$ cat src/rtl/mem_freeze_ctrl.sv
// mem_freeze_ctrl
//   Multi-channel pipeline freeze controller. Each of NCH memory channels runs
//   a MOVE/FREEZE/ERR state machine; the CPU is held while any enabled channel
//   is in FREEZE. A channel stuck in FREEZE for TIMEOUT cycles drops to ERR,
//   raises a sticky timeout flag and stops requesting freeze.
//
// Ports
//   clk           rising-edge clock
//   rst           asynchronous active-low reset
//   ch_state      per-channel status, channel i at [3i+2:3i]
//                 (000 FREE, 111 STALL, other HOLD)
//   ch_en         per-channel enable; disabled channel is forced to MOVE
//   err_clr       pulse, clears timeout_err (a simultaneous timeout wins)
//   cnt_clr       pulse, clears freeze_cycles (wins over increment)
//   freeze        OR of freeze_ch
//   freeze_ch     per-channel freeze request (registered state decode)
//   timeout_err   sticky per-channel timeout flags
//   freeze_cycles saturating count of cycles with freeze high
module mem_freeze_ctrl #(
  parameter int unsigned NCH     = 2,
  parameter int unsigned TIMEOUT = 255,
  parameter int unsigned CNT_W   = 16
) (
  input  logic               clk,
  input  logic               rst,
  input  logic [3*NCH-1:0]   ch_state,
  input  logic [NCH-1:0]     ch_en,
  input  logic               err_clr,
  input  logic               cnt_clr,
  output logic               freeze,
  output logic [NCH-1:0]     freeze_ch,
  output logic [NCH-1:0]     timeout_err,
  output logic [CNT_W-1:0]   freeze_cycles
);

  typedef enum logic [1:0] {
    MOVE   = 2'b00,
    FREEZE = 2'b01,
    ERR    = 2'b10
  } state_t;

  localparam logic [2:0]  CODE_FREE  = 3'b000;
  localparam logic [2:0]  CODE_STALL = 3'b111;
  localparam logic [15:0] TCNT_LAST  = 16'(TIMEOUT - 1);

  state_t         state_q [NCH];
  state_t         state_d [NCH];
  logic [15:0]    tcnt_q  [NCH];
  logic [15:0]    tcnt_d  [NCH];
  logic [NCH-1:0] err_q;
  logic [NCH-1:0] err_d;
  logic [2:0]     code;

  always_ff @(posedge clk or negedge rst) begin
    if (!rst) begin
      for (int unsigned i = 0; i < NCH; i++) begin
        state_q[i] <= MOVE;
        tcnt_q[i]  <= '0;
      end
      err_q <= '0;
    end else begin
      for (int unsigned i = 0; i < NCH; i++) begin
        state_q[i] <= state_d[i];
        tcnt_q[i]  <= tcnt_d[i];
      end
      err_q <= err_d;
    end
  end

  always_comb begin
    code  = '0;
    // Clear is applied first so a timeout on the same edge re-sets the flag.
    err_d = err_clr ? '0 : err_q;
    for (int unsigned i = 0; i < NCH; i++) begin
      code       = ch_state[3*i +: 3];
      state_d[i] = state_q[i];
      tcnt_d[i]  = tcnt_q[i];
      if (!ch_en[i]) begin
        state_d[i] = MOVE;
        tcnt_d[i]  = '0;
      end else begin
        unique case (state_q[i])
          MOVE: begin
            if (code == CODE_STALL) begin
              state_d[i] = FREEZE;
              tcnt_d[i]  = '0;
            end
          end
          FREEZE: begin
            if (code == CODE_FREE) begin
              state_d[i] = MOVE;
            end else if (tcnt_q[i] == TCNT_LAST) begin
              state_d[i] = ERR;
              err_d[i]   = 1'b1;
            end else begin
              tcnt_d[i] = tcnt_q[i] + 16'd1;
            end
          end
          ERR: begin
            if (code == CODE_FREE) begin
              state_d[i] = MOVE;
            end
          end
          default: begin
            state_d[i] = MOVE;
            tcnt_d[i]  = '0;
          end
        endcase
      end
    end
  end

  always_comb begin
    freeze_ch = '0;
    for (int unsigned i = 0; i < NCH; i++) begin
      freeze_ch[i] = (state_q[i] == FREEZE);
    end
  end

  assign freeze      = |freeze_ch;
  assign timeout_err = err_q;

  always_ff @(posedge clk or negedge rst) begin
    if (!rst) begin
      freeze_cycles <= '0;
    end else if (cnt_clr) begin
      freeze_cycles <= '0;
    end else if (freeze && (freeze_cycles != '1)) begin
      freeze_cycles <= freeze_cycles + 1'b1;
    end
  end

endmodule

$ cat config.mk
export PLATFORM = sky130hd
export DESIGN_NAME = mem_freeze_ctrl
export DESIGN_NICKNAME = d
export VERILOG_FILES = /design/src/rtl/mem_freeze_ctrl.sv
export SDC_FILE = /design/constraint.sdc
export NUM_CORES = 1
export LEC_CHECK = 0
export CAP_MARGIN = 20
export CELL_PAD_IN_SITES_DETAIL_PLACEMENT = 1
export CELL_PAD_IN_SITES_GLOBAL_PLACEMENT = 2
export CORE_UTILIZATION = 38
export DETAILED_ROUTE_END_ITERATION = 8
export PLACE_DENSITY_LB_ADDON = 0.12
export SYNTH_ARGS = -nofsm -noshare
export SYNTH_HDL_FRONTEND = slang
export SYNTH_SLANG_ARGS = --single-unit
$ cat constraint.sdc
create_clock -name clk -period 2.8 [get_ports clk]
set_input_delay 0.28 -clock clk [delete_from_list [all_inputs] [get_ports clk]]
set_output_delay 0.28 -clock clk [all_outputs]
set_load 0.02 [all_outputs]
* Yosys cells after proc, flatten, opt, wreduce, memory -nomap -nowiden
Index checks and enable logic that the tools add are counted.
** Storage, ports and cells
- Register bits after elaboration :: 54
- Input bits :: 12
- Output and inout port bits :: 21
** Cells by class
- $add $sub $neg :: 3
- Equality and inequality tests :: 21
- Multiplexer cells :: 33
- Reduce and logical (&&, ||, !) cells :: 11
** Operators with widths (number)
- $mux W16 :: 10
- $pmux W16 S3 :: 2
- $add A16 B1 Y16 const B :: 3
- $eq A16 B8 Y1 const B :: 2
- $ne A3 B3 Y1 const B :: 8
- $mux W2 :: 11
- $ne A16 B16 Y1 const B :: 1
- $pmux W2 S3 :: 2
- $mux W1 :: 8
- $ne A4 B2 Y1 const B :: 2
- $reduce_and A4 Y1 :: 2
- $eq A3 B3 Y1 const B :: 2
- $logic_not A3 Y1 :: 2
- $reduce_and A3 Y1 :: 2
- $eq A2 B1 Y1 const B :: 2
- $eq A2 B2 Y1 const B :: 2
- $logic_not A2 Y1 :: 2
- $ne A2 B2 Y1 const B :: 2
- $reduce_bool A2 Y1 :: 1
- $reduce_or A2 Y1 :: 1
- $logic_and A1 B1 Y1 :: 1

* Logic depth before layout (Yosys ltp)
- Depth after elaboration :: 5
- Gate-level depth with buffers :: 8

* Worst setup path before layout
No wires, ideal clock.
- Path kind :: flip-flop to flip-flop
- From :: register freeze_cycles[0]
- To :: register freeze_cycles[1]
- Library setup time :: 0.127 ns
- Arrival time :: 1.723 ns
- Data required time :: 2.673 ns
- Slack :: 0.950 ns
- Cell stages (with the launch flop) :: 7
- Path buffers :: 0
- Cell sequence :: dfrtp_1 -> ha_1 -> nand3_1 -> or3_4 -> o21ai_2 -> mux2i_1 -> nor2_1
** On the way
- Word-level cells in the longest chain between the ends :: 3
- Elaborated cells between the ends (all ways) :: 6
** RTL lines
- start, declared :: line 33 : output logic [CNT_W-1:0] freeze_cycles
- start signal, assigned :: line 129 : freeze_cycles <= freeze_cycles + 1'b1;
- $add A16 B1 Y16 / $ne A16 B16 Y1 (equally long branches) :: line 129, 128
- $mux W16 / $logic_and A1 B1 Y1 (equally long branches) :: line 128 : end else if (freeze && (freeze_cycles != '1)) begin
- $mux W16 / $reduce_bool A2 Y1 (equally long branches)
Parallel ways exist; a longest one is shown, timed or not. The select of a mux whose other input is x is not followed.
A chain may end at the register's enable or synchronous reset.

* Worst setup path after layout
- From :: register state_q[3] in the netlist's numbering
- To :: output freeze
** On the way
- Word-level cells in the longest chain between the ends :: 2
** RTL lines
- start, declared :: line 46 : state_t state_q [NCH];
- start signal, assigned by index :: line 63 : state_q[i] <= state_d[i];
- $eq A2 B1 Y1 :: line 116 : freeze_ch[i] = (state_q[i] == FREEZE);
- $reduce_or A2 Y1 :: line 120 : assign freeze = |freeze_ch;
- end, declared :: line 30 : output logic freeze,
Every way passes these cells.

==> results.md <==
- Leak pwr: 0.00147 uW
- Pwr dens: 386 nW/um^2
- Yosys warns: 0
- Vias in the first global route: 2678
- Top_reg_cell synth: dfrtp_1
- Post_cts resized: 0
- Post-Syn Instances: 329
- Post-synth ARST share: 100%
- Reg2Reg Setup Slack: 0.72 ns
- Startpoint Class: flip-flop
- # clock sinks: 54
- Final Cycle Share: 74.7%
- Hpwl dp: 5660 microns
- Setup Fix Bufs, Post-CTS: 0
- Port-buffer cells: 32
- Die width: 91.4 microns
- Overflow after GRT: 0
- Mean cell area of the mapped netlist: 9.23 sq um
- Unrepaired setup endpoints after global routing: no
- DR iter-0 viols: 74
- Fin crit period: 2.09 ns
- Clock Latency Late Sink: 0.31 ns
- Worst-path maximum fanout: 6
- Leading cell type by number of instances after synthesis: dfrtp_1
- CTS tree: yes
- Post-synth net total: 346
- Final number of hold-violating endpoints: 0
- Placer Congestion: 0.781
- Crit path required time: 2.52 ns
- Clk root buf: clkbuf_8
- Synth area leaders: dfrtp_1 44%, xor2_1 4.9%, nor2_1 4.8%
- Layout Nets: 387
- Maximum level of the CTS H-tree: 2
- Top Ports: 33
- Antenna cell count: 0
- Dpl ws: 0.602 ns
- CP Class: flip-flop to primary output
- WP data arrival: 1.81 ns
- CTS buffer count: 5
- Max_cap viols: 0
- Via/cell ratio: 5.58
- Critical Path End Type: primary output
- First-pass GRT wire length: 13100 microns
- Setup WS post-layout: 0.708 ns
- Max Freq: 478 MHz
- Initial antenna violation count: 0
- Routed Antenna Nets: 0
- DRC: 0
- Post-synthesis cell area: 3040 sq um
- Maximum buffer depth of the clock tree: 2
- Max Slew Vio Count: 0
- Worst clock skew: 0.00592 ns
- Initial Util: 39.3%
- Worst hold path class: input pin to asynchronous set/reset pin
- Cell variety after synth: 55
- Area growth from synthesis to layout: 19.1%
- Number of flops mapped to enable cells by yosys: 0
- Slew HR: 58.4%
- Final wirelength: 7700 microns
- First-pass iteration count of the detailed router: 4
- Chip height: 91.4 microns
- Post-Route Setup TNS: 0 ns
- Peak supply drop: 167 uV
- Core area: 7730 sq um
- Row Count: 32
- Largest net degree at the start of global routing: 34
- Clock transition at path regs: 0.10 ns
- Die area: 8350 sq um
- Slew @ Worst Pin: 0.621 ns
- Share of cells above drive strength 1: 7.55%
- Vias post-DR: 2638
- Area share of the largest cell type after synthesis: 44.5%
- # setup viols final: 0
- Total GRT Usage: 19.5%
- Status: completed
- Share of the yosys chip area belonging to registers: 44.5%
- Post-synth top cells: 54 x dfrtp_1, 39 x nor2_1, 22 x nand3_1
- Top cell type by total area after synthesis: dfrtp_1
- Routed length per instance: 16.3 microns
- Post-synthesis sequential element count: 54
[cells in the final DEF (no fill, tap or decap), drive strengths merged, types with 10 or more instances in the layout]
master and instances:
a21oi 10, nand3 22, nor2 39, nand2 21, buf 10, xor2 17
nand4 17, o21ai 21, dfrtp 54, clkdlybuf4s50 31, inv 12
[final timing paths]
kind,startpoint,end,depth (start not counted)
hold / removal,rst,tcnt_q[29],3
setup reg to reg,tcnt_q[0],tcnt_q[13],7
min in group clk,tcnt_q[23],tcnt_q[23],1
hold reg to reg,tcnt_q[23],tcnt_q[23],1
setup / recovery,state_q[3],freeze,3
max in group asynchronous,rst,timeout_err[1],3
[stage by stage]
step,cell area [sq um],hold slack [ns],utilization (%),cells,total power [uW]
after detailed placement,3510,0.285,45.5,464,952
final,3620,0.478,46.8,473,1390
after CTS,3620,0.490,46.8,473,1420
after global placement,3510,0.285,45.5,464,949
after global routing,3620,0.505,46.8,473,1460
after floorplan,3040,-0.0156,-,329,876
[per-layer routing]
metal	share of wire (%)	track usage [%]
met5	0	0
met4	0.90	4.23
met3	3.3	4.27
met2	48	33.3
met1	47	25.2
[cell families after synthesis]
family                     after synthesis  share of synthesized area, %
and+or+nand+nor                        164                          29.5
AOI/OAI and AO/OA                       59                          13.4
muxes                                    2                         0.700
DFF                                     54                          44.5
xor gates and xnor gates                25                          7.21
adders and majority gates                5                          2.06
buffers and inverters                   20                          2.55
[repair_timing]
| item | in CTS | in global routing |
|---|---|---|
| hold endpoints to repair | 21 | 0 |
| hold buffers | 1 | 0 |
| endpoints found under the setup margin | 0 | 0 |
[state kept, by name, indices dropped and copies added (netlist names)]
| register | count |
|---|---|
| tcnt_q | 32 |
| freeze_cycles | 16 |
| state_q | 4 |
| timeout_err | 2 |
[power by group]
group          internal (uW)  switching [uW]
Clock                    201             260
Sequential               786            10.1
Combinational           53.6            85.3
[cell type report]
type / instances / area, sq um
inverter: 12 / 45.0
tap: 102 / 128
fill: 901 / 4110
clock buffer: 7 / 86.3
sequential: 54 / 1350
clock inverter: 1 / 5.00
timing repair buffer: 42 / 393
multi-input combinational: 255 / 1610
[worst max-delay path, cell delays in order, from the launching register on]
cell and delay (ns):
dfrtp_1 0.43, nand2b_2 0.25, nand2_1 0.19, clkdlybuf4s50_1 0.64
Power figures use the tool's default switching activity.
==> variant: new RTL, config.mk and constraints unchanged <==
Change the parameter `NCH` from 2 to 4.
--- a/src/rtl/mem_freeze_ctrl.sv
+++ b/src/rtl/mem_freeze_ctrl.sv
@@ -18,5 +18,5 @@
 //   freeze_cycles saturating count of cycles with freeze high
 module mem_freeze_ctrl #(
-  parameter int unsigned NCH     = 2,
+  parameter int unsigned NCH     = 4,
   parameter int unsigned TIMEOUT = 255,
   parameter int unsigned CNT_W   = 16
Interface: changed (resized ch_en, ch_state, freeze_ch and timeout_err); port bits go from 33 to 45. No check against the original RTL was run, so the function may have changed too.
==> variant against the unedited design <==
  * Critical path depth increased by 2
  * Sequential cell count is 38 higher
  * Synthesized area increased by 74%
  * Total power grew 110%
  * Wire length up 87%
  * Clock skew is essentially flat
  * Count of clock-buffer cells in the layout grew 5
  * Worst setup slack worse by 310 ps
  * Cell area is 74% higher
  * Fmax down 13%
  * Largest power group unchanged
  * Highest routed layer unchanged
==> variant: results (changes against the unedited design) <==
### Clock network
• **clock input transition at the sequential cells of the worst setup and hold paths** 60 ps, was 100 ps
• **H-tree depth** 3, was 2
• **clock network latency to the later pin of the worst-skew pair** 340 ps, was 310 ps
• **clock tree root buffer cell** clkbuf_16, was clkbuf_8

### Outcome
• **outcome** complete, no violations, unchanged

### Cells and area
• **Final Net Count** 656, was 387
• **fraction of layout instances using a drive strength above 1** 0.06349, was 0.07547
• **number of cells in the finished layout apart from fillers** 806, was 473

### Logic synthesis
• **number of nets in the synthesized netlist** 603, was 346
• **mux contribution to synthesized area** 0.003789, was 0.007005
• **XOR/XNOR share of the synthesized area** 0.04475, was 0.07211
• **fraction of the yosys area taken by sequential cells** 0.4357, was 0.4450
• **number of library cell types mapped by synthesis** 68, was 55
• **leading post-synthesis cells by cell area** dfrtp_1 44%, xnor2_1 3.6%, a21oi_1 3.6%, nand2_1 3.6%, nand3_1 3.0%, was dfrtp_1 44%, xor2_1 4.9%, nor2_1 4.8%, nand3_1 3.6%, nand4_1 3.5%
• **Gate Count Post-Synth** 574, was 329
• **arithmetic-cell share of the synthesized area counting full adders, half adders and majority gates** 0.02131, was 0.02060
• **compound-gate portion of the synthesized area** 0.1767, was 0.1343

### Placement
• **post-detail-place hpwl** 10.60 mm, was 5.657 mm
• **placed cell area** 5977 um2, was 3515 um2
• **final weighted congestion in routability-driven placement** 0.8327, was 0.7805
• **cell total after placement** 790, was 464
• **worst slack, placed** 352.8 ps, was 602.2 ps
• **number of buffers added on ports** 44, was 32

### Critical path
• **capturing point of the worst reg2reg path** tcnt_q[48], was tcnt_q[13]
• **critical-path maximum fanout** 7, was 6
• **CP max stage delay** 540 ps, was 640 ps
• **startpoint of the most critical register-to-register path** tcnt_q[48], was tcnt_q[0]
• **worst reg2reg setup slack** 550 ps, was 720 ps

### STA
• **WHS** 443.9 ps, was 478.5 ps
• **maximum operating frequency** 415.7 MHz, was 478.0 MHz
• **worst max-slew margin expressed relative to the limit** 0.4019, was 0.5842

### GRT
• **first-pass GRT wire length** 24.76 mm, was 13.14 mm
• **Tot GR Track Use** 0.2155, was 0.1952
• **vias in the first global route** 4942, was 2678
• **largest net degree at the start of global routing** 57, was 34

### Pwr
• **leakage power figure** 2.417 nW, was 1.473 nW
• **Max IR drop VDD** 0.2474 mV, was 0.1666 mV

### Drt
• **number of violations reported at the end of detailed-routing iteration 0** 287, was 74
• **mean number of vias per cell** 5.912, was 5.577

==> variant: changes by cell type after synthesis, sizes merged, moves of 13 or more <==
cell   change
or4       +18
inv       +13
nand2     +29
dfrtp     +38
xnor2     +14
or3       +16
o31ai     +15
a21oi     +28
==> variant: final cells by class <==
cell class / instances / area [um2]
clock inverters: 2 / 35.03
repair buffers: 56 / 543.0
inverters: 25 / 93.84
fillers: 1559 / 7114
well taps: 176 / 220.2
clock buffers: 12 / 256.5
flip-flops and latches: 92 / 2302
multi-input cells: 443 / 2835
==> variant: worst max-delay path by stage <==
stage                                   end          from  depth (start not counted)
after floorplan           freeze_cycles[15]    state_q[0]                          7
after global placement           tcnt_q[12]  ch_state[11]                          5
after detailed placement          tcnt_q[5]  ch_state[10]                          5
after CTS                            freeze    state_q[3]                          5
after global routing             tcnt_q[21]    tcnt_q[24]                          5
final                                freeze    state_q[3]                          5
==> variant: timing repair <==
item / in CTS / in global routing
gates resized for setup: 0 / 0
endpoints found under the hold margin: 36 / 0
hold buffers: 1 / 0
==> variant: cell families (layout without fill, tap and decap cells) <==
family | Yosys count | count (layout)
mux | 2 | 2
compound gates | 136 | 136
simple gates | 269 | 269
flops | 92 | 92
fa+ha+maj | 9 | 9
buf+inv | 39 | 95
xor+xnor | 27 | 27
==> variant: power by group <==
group | internal (mW) | switching (mW)
registers | 1.35 | 0.0291
clock network | 0.730 | 0.497
logic | 0.112 | 0.198
total | 2.19 | 0.724
==> variant: per-layer routing <==
metal  up-vias  GRT usage  share of wire
met5         -          0              0
met4         0    0.06406          0.013
met3        14    0.03850          0.022
met2        55     0.3599           0.50
met1      2416     0.2832           0.47
li1       2280          -              -
